===== config.mk =====
export PLATFORM = sky130hd
export DESIGN_NAME = viterbi_acs_ctrl
export DESIGN_NICKNAME = d
export VERILOG_FILES = /design/src/rtl/viterbi_pkg.sv /design/src/rtl/viterbi_acs_ctrl_pm_min4.sv /design/src/rtl/viterbi_acs_ctrl.sv
export SDC_FILE = /design/constraint.sdc
export NUM_CORES = 1
export LEC_CHECK = 0
export CAP_MARGIN = 25
export CORE_ASPECT_RATIO = 1.75
export CORE_MARGIN = 5
export CORE_UTILIZATION = 50
export DETAILED_ROUTE_END_ITERATION = 16
export DONT_BUFFER_PORTS = 1
export HOLD_SLACK_MARGIN = 0.06
export PLACE_DENSITY_LB_ADDON = 0.15
export RECOVER_POWER = 50
export SLEW_MARGIN = 40
export SYNTH_ARGS = -nofsm -noshare
export SYNTH_HDL_FRONTEND = slang
export SYNTH_SLANG_ARGS = --single-unit

===== constraint.sdc =====
create_clock -name clk_i -period 6.2 [get_ports clk_i]
set_input_delay 0.62 -clock clk_i [delete_from_list [all_inputs] [get_ports clk_i]]
set_output_delay 0.62 -clock clk_i [all_outputs]
set_load 0.01 [all_outputs]

===== src/rtl/viterbi_pkg.sv =====
// viterbi_pkg: shared types and helpers for the K=3 Viterbi decoder blocks.
`default_nettype none

package viterbi_pkg;

   localparam int NUM_STATES   = 4;
   localparam int PM_WIDTH_DEF = 8;

   typedef enum logic [1:0] {
      IDLE = 2'd0,
      RUN  = 2'd1,
      DONE = 2'd2
   } ctrl_state_t;

   function automatic int step_w(input int steps);
      return (steps > 1) ? $clog2(steps) : 1;
   endfunction

endpackage

`default_nettype wire


===== src/rtl/viterbi_acs_ctrl_pm_min4.sv =====
// pm_min4: combinational 4-way argmin of path metrics, lowest index wins ties.
`default_nettype none

module pm_min4 #(
   parameter int W = 8
) (
   input  logic [W-1:0] pm0,
   input  logic [W-1:0] pm1,
   input  logic [W-1:0] pm2,
   input  logic [W-1:0] pm3,
   output logic [1:0]   idx
);

   logic         sel01;
   logic         sel23;
   logic [W-1:0] min01;
   logic [W-1:0] min23;

   // Strict less-than keeps the lower index on equal metrics.
   assign sel01 = (pm1 < pm0);
   assign sel23 = (pm3 < pm2);
   assign min01 = sel01 ? pm1 : pm0;
   assign min23 = sel23 ? pm3 : pm2;
   assign idx   = (min23 < min01) ? {1'b1, sel23} : {1'b0, sel01};

endmodule

`default_nettype wire


===== src/rtl/viterbi_acs_ctrl.sv =====
// viterbi_acs_ctrl: path-metric bank, step sequencing and decision hand-off for the 4-state ACSU.
`default_nettype none

module viterbi_acs_ctrl
   import viterbi_pkg::*;
#(
   parameter  int PM_WIDTH  = PM_WIDTH_DEF,
   parameter  int FRAME_LEN = 64,
   parameter  int TAIL_LEN  = 2,
   parameter  int PM_INIT   = 64,
   localparam int STEP_W    = step_w(FRAME_LEN + TAIL_LEN)
) (
   input  logic                clk_i,
   input  logic                rst_ni,
   input  logic                start_i,
   input  logic                sym_valid_i,
   output logic                sym_ready_o,
   input  logic [PM_WIDTH-1:0] acs_pm_s0_i,
   input  logic [PM_WIDTH-1:0] acs_pm_s1_i,
   input  logic [PM_WIDTH-1:0] acs_pm_s2_i,
   input  logic [PM_WIDTH-1:0] acs_pm_s3_i,
   input  logic [3:0]          acs_dec_i,
   output logic [PM_WIDTH-1:0] pm_s0_o,
   output logic [PM_WIDTH-1:0] pm_s1_o,
   output logic [PM_WIDTH-1:0] pm_s2_o,
   output logic [PM_WIDTH-1:0] pm_s3_o,
   output logic                dec_valid_o,
   output logic [3:0]          dec_bits_o,
   output logic [STEP_W-1:0]   dec_step_o,
   input  logic                dec_ready_i,
   output logic                frame_done_o,
   output logic [1:0]          best_state_o,
   output logic                busy_o
);

   localparam logic [STEP_W-1:0]   LAST_STEP = STEP_W'(FRAME_LEN + TAIL_LEN - 1);
   localparam logic [PM_WIDTH-1:0] PM_INIT_V = PM_WIDTH'(PM_INIT);
   localparam logic [PM_WIDTH-1:0] MSB_CLR   = {1'b0, {(PM_WIDTH-1){1'b1}}};

   ctrl_state_t         state;
   logic [STEP_W-1:0]   step;
   logic                drain_ok;
   logic                accept;
   logic                norm_all;
   logic [PM_WIDTH-1:0] n0, n1, n2, n3;
   logic [1:0]          min_idx;

   assign drain_ok    = !dec_valid_o || dec_ready_i;
   assign sym_ready_o = (state == RUN) && drain_ok;
   assign accept      = sym_valid_i && sym_ready_o;
   assign busy_o      = (state != IDLE);

   // Metrics only ever grow, so once every MSB is set the common offset can be dropped.
   assign norm_all = acs_pm_s0_i[PM_WIDTH-1] & acs_pm_s1_i[PM_WIDTH-1] &
                     acs_pm_s2_i[PM_WIDTH-1] & acs_pm_s3_i[PM_WIDTH-1];
   assign n0 = norm_all ? (acs_pm_s0_i & MSB_CLR) : acs_pm_s0_i;
   assign n1 = norm_all ? (acs_pm_s1_i & MSB_CLR) : acs_pm_s1_i;
   assign n2 = norm_all ? (acs_pm_s2_i & MSB_CLR) : acs_pm_s2_i;
   assign n3 = norm_all ? (acs_pm_s3_i & MSB_CLR) : acs_pm_s3_i;

   pm_min4 #(.W(PM_WIDTH)) u_pm_min4 (
      .pm0 (pm_s0_o),
      .pm1 (pm_s1_o),
      .pm2 (pm_s2_o),
      .pm3 (pm_s3_o),
      .idx (min_idx)
   );

   always_ff @(posedge clk_i or negedge rst_ni) begin
      if (!rst_ni) begin
         state        <= IDLE;
         step         <= '0;
         pm_s0_o      <= '0;
         pm_s1_o      <= PM_INIT_V;
         pm_s2_o      <= PM_INIT_V;
         pm_s3_o      <= PM_INIT_V;
         dec_valid_o  <= 1'b0;
         dec_bits_o   <= '0;
         dec_step_o   <= '0;
         frame_done_o <= 1'b0;
         best_state_o <= '0;
      end else begin
         frame_done_o <= 1'b0;

         if (accept) begin
            pm_s0_o     <= n0;
            pm_s1_o     <= n1;
            pm_s2_o     <= n2;
            pm_s3_o     <= n3;
            dec_bits_o  <= acs_dec_i;
            dec_step_o  <= step;
            dec_valid_o <= 1'b1;
            step        <= step + 1'b1;
         end else if (dec_ready_i) begin
            dec_valid_o <= 1'b0;
         end

         case (state)
            IDLE: begin
               if (start_i) begin
                  pm_s0_o <= '0;
                  pm_s1_o <= PM_INIT_V;
                  pm_s2_o <= PM_INIT_V;
                  pm_s3_o <= PM_INIT_V;
                  step    <= '0;
                  state   <= RUN;
               end
            end
            RUN: begin
               if (accept && (step == LAST_STEP)) state <= DONE;
            end
            DONE: begin
               if (drain_ok) begin
                  frame_done_o <= 1'b1;
                  best_state_o <= min_idx;
                  state        <= IDLE;
               end
            end
            default: state <= IDLE;
         endcase
      end
   end

endmodule

`default_nettype wire


==> impl_summary.log <==
[metrics] Total Die Area: 7690 µm²
[metrics] layout overhead on the synthesized area: 5.65%
[metrics] R2R Path Start: pm_s0_o[1]
[metrics] static power due to leakage: 0.00153 µW
[metrics] deepest level of the CTS H-tree: 2
[metrics] cell depth of the worst flop-to-flop path: 12
[metrics] CTS clock-pin slew for the worst setup and hold paths: around 0.090 ns
[metrics] largest driver fanout on the critical path: 9
[metrics] HP Class: primary input to async pin
[metrics] HPWL Detailed: around 5500 µm
[metrics] combined global-route utilization of all metal layers: about a fifth
[metrics] Initial Util: between 50% and 60%
[metrics] relative max-transition margin: -90.3%
[metrics] most frequent standard cell in the layout excluding fill and tap cells: nand2_1
[metrics] power per unit of standard cell area: 429 nW/µm²
[metrics] proportion of synthesized chip area in sequential cells: 47.0%
[metrics] syn_nets: a little over 400
[metrics] routed via count: about 2,300
[metrics] mean instance size in the synthesized netlist: about 8.8 µm²
[metrics] worst setup timing slack at the placement stage: around 2.7 ns
[metrics] register bit total from synthesis: 56
[metrics] ratio of cells with drive above 1 in the final layout: just under 6%
[metrics] final number of max-transition violations: between 50 and 60
[metrics] Sink Count: between 50 and 60
[metrics] outcome: finished with violations
[metrics] final-stage net count: about 400
[metrics] count of instances resized after the clock tree is built: 0
[metrics] WHS: between 0.1 and 0.15 ns
[metrics] DRC marker count from the first detailed-route iteration: ~110
[metrics] share of the cycle needed by the critical path after routing: between 50% and 60%
[metrics] remaining number of nets flagged by the antenna check after routing: 0
[metrics] met1 wire length: around 2700 µm
[metrics] final routed DRC violation total: 0
[metrics] Primary FF master, synth: dfrtp_1
[metrics] quantity of hold-fixing buffers added after cts: 1
[metrics] max-capacitance violation count: 1
[metrics] setup violators final: 0
[metrics] area of the mapped netlist: approximately 3000 µm²
[metrics] max frequency: between 200 and 300 MHz
[metrics] cells after synthesis: between 300 and 400
[metrics] number of distinct library cell variants in the gate-level netlist after synthesis: 37
[metrics] routed length on met2: around 4100 µm
[metrics] DR WL met3: around 500 µm
[metrics] Worst IR Drop VDD: 0.000231 V
[metrics] die height: approximately 110 µm
[metrics] minimum clock period: about 3.5 ns
[metrics] Hold Vio Cnt, Final: 0
[metrics] core outline area: about 6000 µm²
[metrics] commonest non-fill, non-tap cells in the layout: 104 x nand2_1, 53 x dfrtp_1, 33 x a21oi_1
[metrics] top-level I/O count: 90
[metrics] violated checks: max-capacitance violations, max-slew violations
[metrics] clock root buffer: clkbuf_8
[metrics] setup slack after layout: 2.72 ns
[metrics] number of global-route vias before repair: 2,399
[metrics] Synth Warn #: 0
[metrics] global-route wire length before repair: roughly 12,000 µm
[metrics] count of input and output buffers: 0
[metrics] Placer Congestion: 0.843
[metrics] worst path required time: roughly 6.4 ns
[metrics] buffers from clock root to sink, at most: 2
[metrics] antenna violations before repair: 0
[metrics] clock buffer count from CTS: 5
[metrics] routed length per instance: 17.9 µm
[metrics] Worst Setup End Kind: flip-flop
[metrics] r2r endpoint: best_state_o[0]
[metrics] maximum number of pins on one net before global-route repair: 54
[metrics] worst setup slack for register-to-register paths: around 2.7 ns
[metrics] share of flip-flops with an asynchronous set or reset: between 90% and 100%
[metrics] via count normalized by instance count: about 5.6
[metrics] total length of routed wires: 7470 µm
[metrics] top metal layer carrying routed signals: met4
[metrics] die extent in x: 68.5 µm
[metrics] number of diodes: 0
[metrics] setup repair after global routing missed its margin: false
[metrics] CP Data Arrival Time: between 3 and 4 ns
[metrics] global route overflow: 0
[metrics] type of origin of the critical path: flip-flop
[metrics] post-CTS setup buffer count: 0
[metrics] clock latency on the worst-skew pair: about 0.32 ns
[metrics] Std-Cell Rows: 37
[metrics] number of flops mapped to enable cells by yosys: 0
[metrics] critical path class: flip-flop to flip-flop
[metrics] Total Negative Setup Slacks: 0 ns
[metrics] measured slew at the worst slew-check pin: ~2.9 ns
[metrics] TritonCTS clock tree: built
[metrics] Clock Skew: ~0.012 ns
[metrics] TritonRoute pass-1 iters: 4
## worst max-delay path, cell delays in order (launching register included)
cell and delay, ns:
dfrtp_1 0.46, inv_1 0.07, ha_1 0.29, a2111o_1 0.42, a311oi_4 0.67, mux2i_1 0.21
ha_1 0.34, nand2_1 0.05, nor2_1 0.16, a21boi_0 0.20, o21ai_1 0.09, a311o_1 0.37
o211ai_2 0.07
## synthesized netlist by cell type (2+ instances only)
master,n,share of area (%)
clkbuf_1,11,1.4
mux2i_1,8,2.7
ha_1,23,9.6
dfstp_2,3,2.6
a21oi_1,33,5.5
o21ai_1,2,0.33
a22oi_1,3,0.75
nand4_1,5,1.0
buf_1,4,0.50
xor2_1,5,1.5
nor2_1,14,1.8
nand2_1,105,13
nand2b_1,7,1.5
a21boi_0,2,0.50
inv_1,20,2.5
dfrtp_1,53,44
a2111o_1,2,0.75
nand3_1,8,1.3
o21ai_0,14,2.3
## cell type report
class,instances,area (µm²)
fill,565,2670
multi-input combinational,249,1470
timing repair buffer,5,33.8
sequential,56,1410
clock inverter,1,5.00
inverter,20,75.1
clock buffer,7,76.3
tap,78,97.6
## registers in the layout (all words and copies together), names as in the netlist
| name | count |
|---|---|
| dec_step_o | 7 |
| pm_s3_o | 8 |
| step | 7 |
| pm_s1_o | 8 |
| dec_valid_o | 1 |
| best_state_o | 2 |
| dec_bits_o | 4 |
| pm_s0_o | 8 |
| frame_done_o | 1 |
| state | 2 |
| pm_s2_o | 8 |
## routing by layer
layer  GRT usage [%]  vias to the layer above
li1                -                     1124
met1            22.8                     1119
met2            36.8                       65
met3            5.71                       13
met4            7.97                        0
met5               0                        -
## kinds of logic (layout without fill, tap and decap cells)
logic type                 count (synthesis)  after routing  synth area share [%]
buffers and inverters                     35             33                  4.39
xor gates and xnor gates                   6              6                  1.76
adders and majority gates                 23             23                  9.62
and+or+nand+nor                          145            145                  20.2
DFF                                       56             56                  47.0
muxes                                      9              9                  3.18
AOI/OAI and AO/OA                         66             66                  13.9
## through the flow
stage	std cells	power, µW	cell area (µm²)	utilization (%)
after CTS	416	1370	3180	54.6
final	416	1360	3160	54.2
after detailed placement	407	1170	3070	52.7
after global placement	406	1140	3060	52.5
after global routing	416	1470	3160	54.2
after floorplan	340	1010	2990	-
## power by group
part,internal (µW),switching [µW]
clock network,79.7,116
logic,228,314
registers,464,154
total,772,584
## how the worst max path moves through the flow
| stage | end | depth (start not counted) | from |
|---|---|---|---|
| floorplan | best_state_o[0] | 13 | pm_s2_o[1] |
| global placement | best_state_o[0] | 13 | pm_s2_o[6] |
| detailed placement | best_state_o[0] | 12 | pm_s0_o[1] |
| CTS | best_state_o[0] | 12 | pm_s0_o[1] |
| global route | best_state_o[0] | 12 | pm_s0_o[1] |
| finish | best_state_o[0] | 12 | pm_s0_o[1] |
Power figures use the tool's default switching activity.
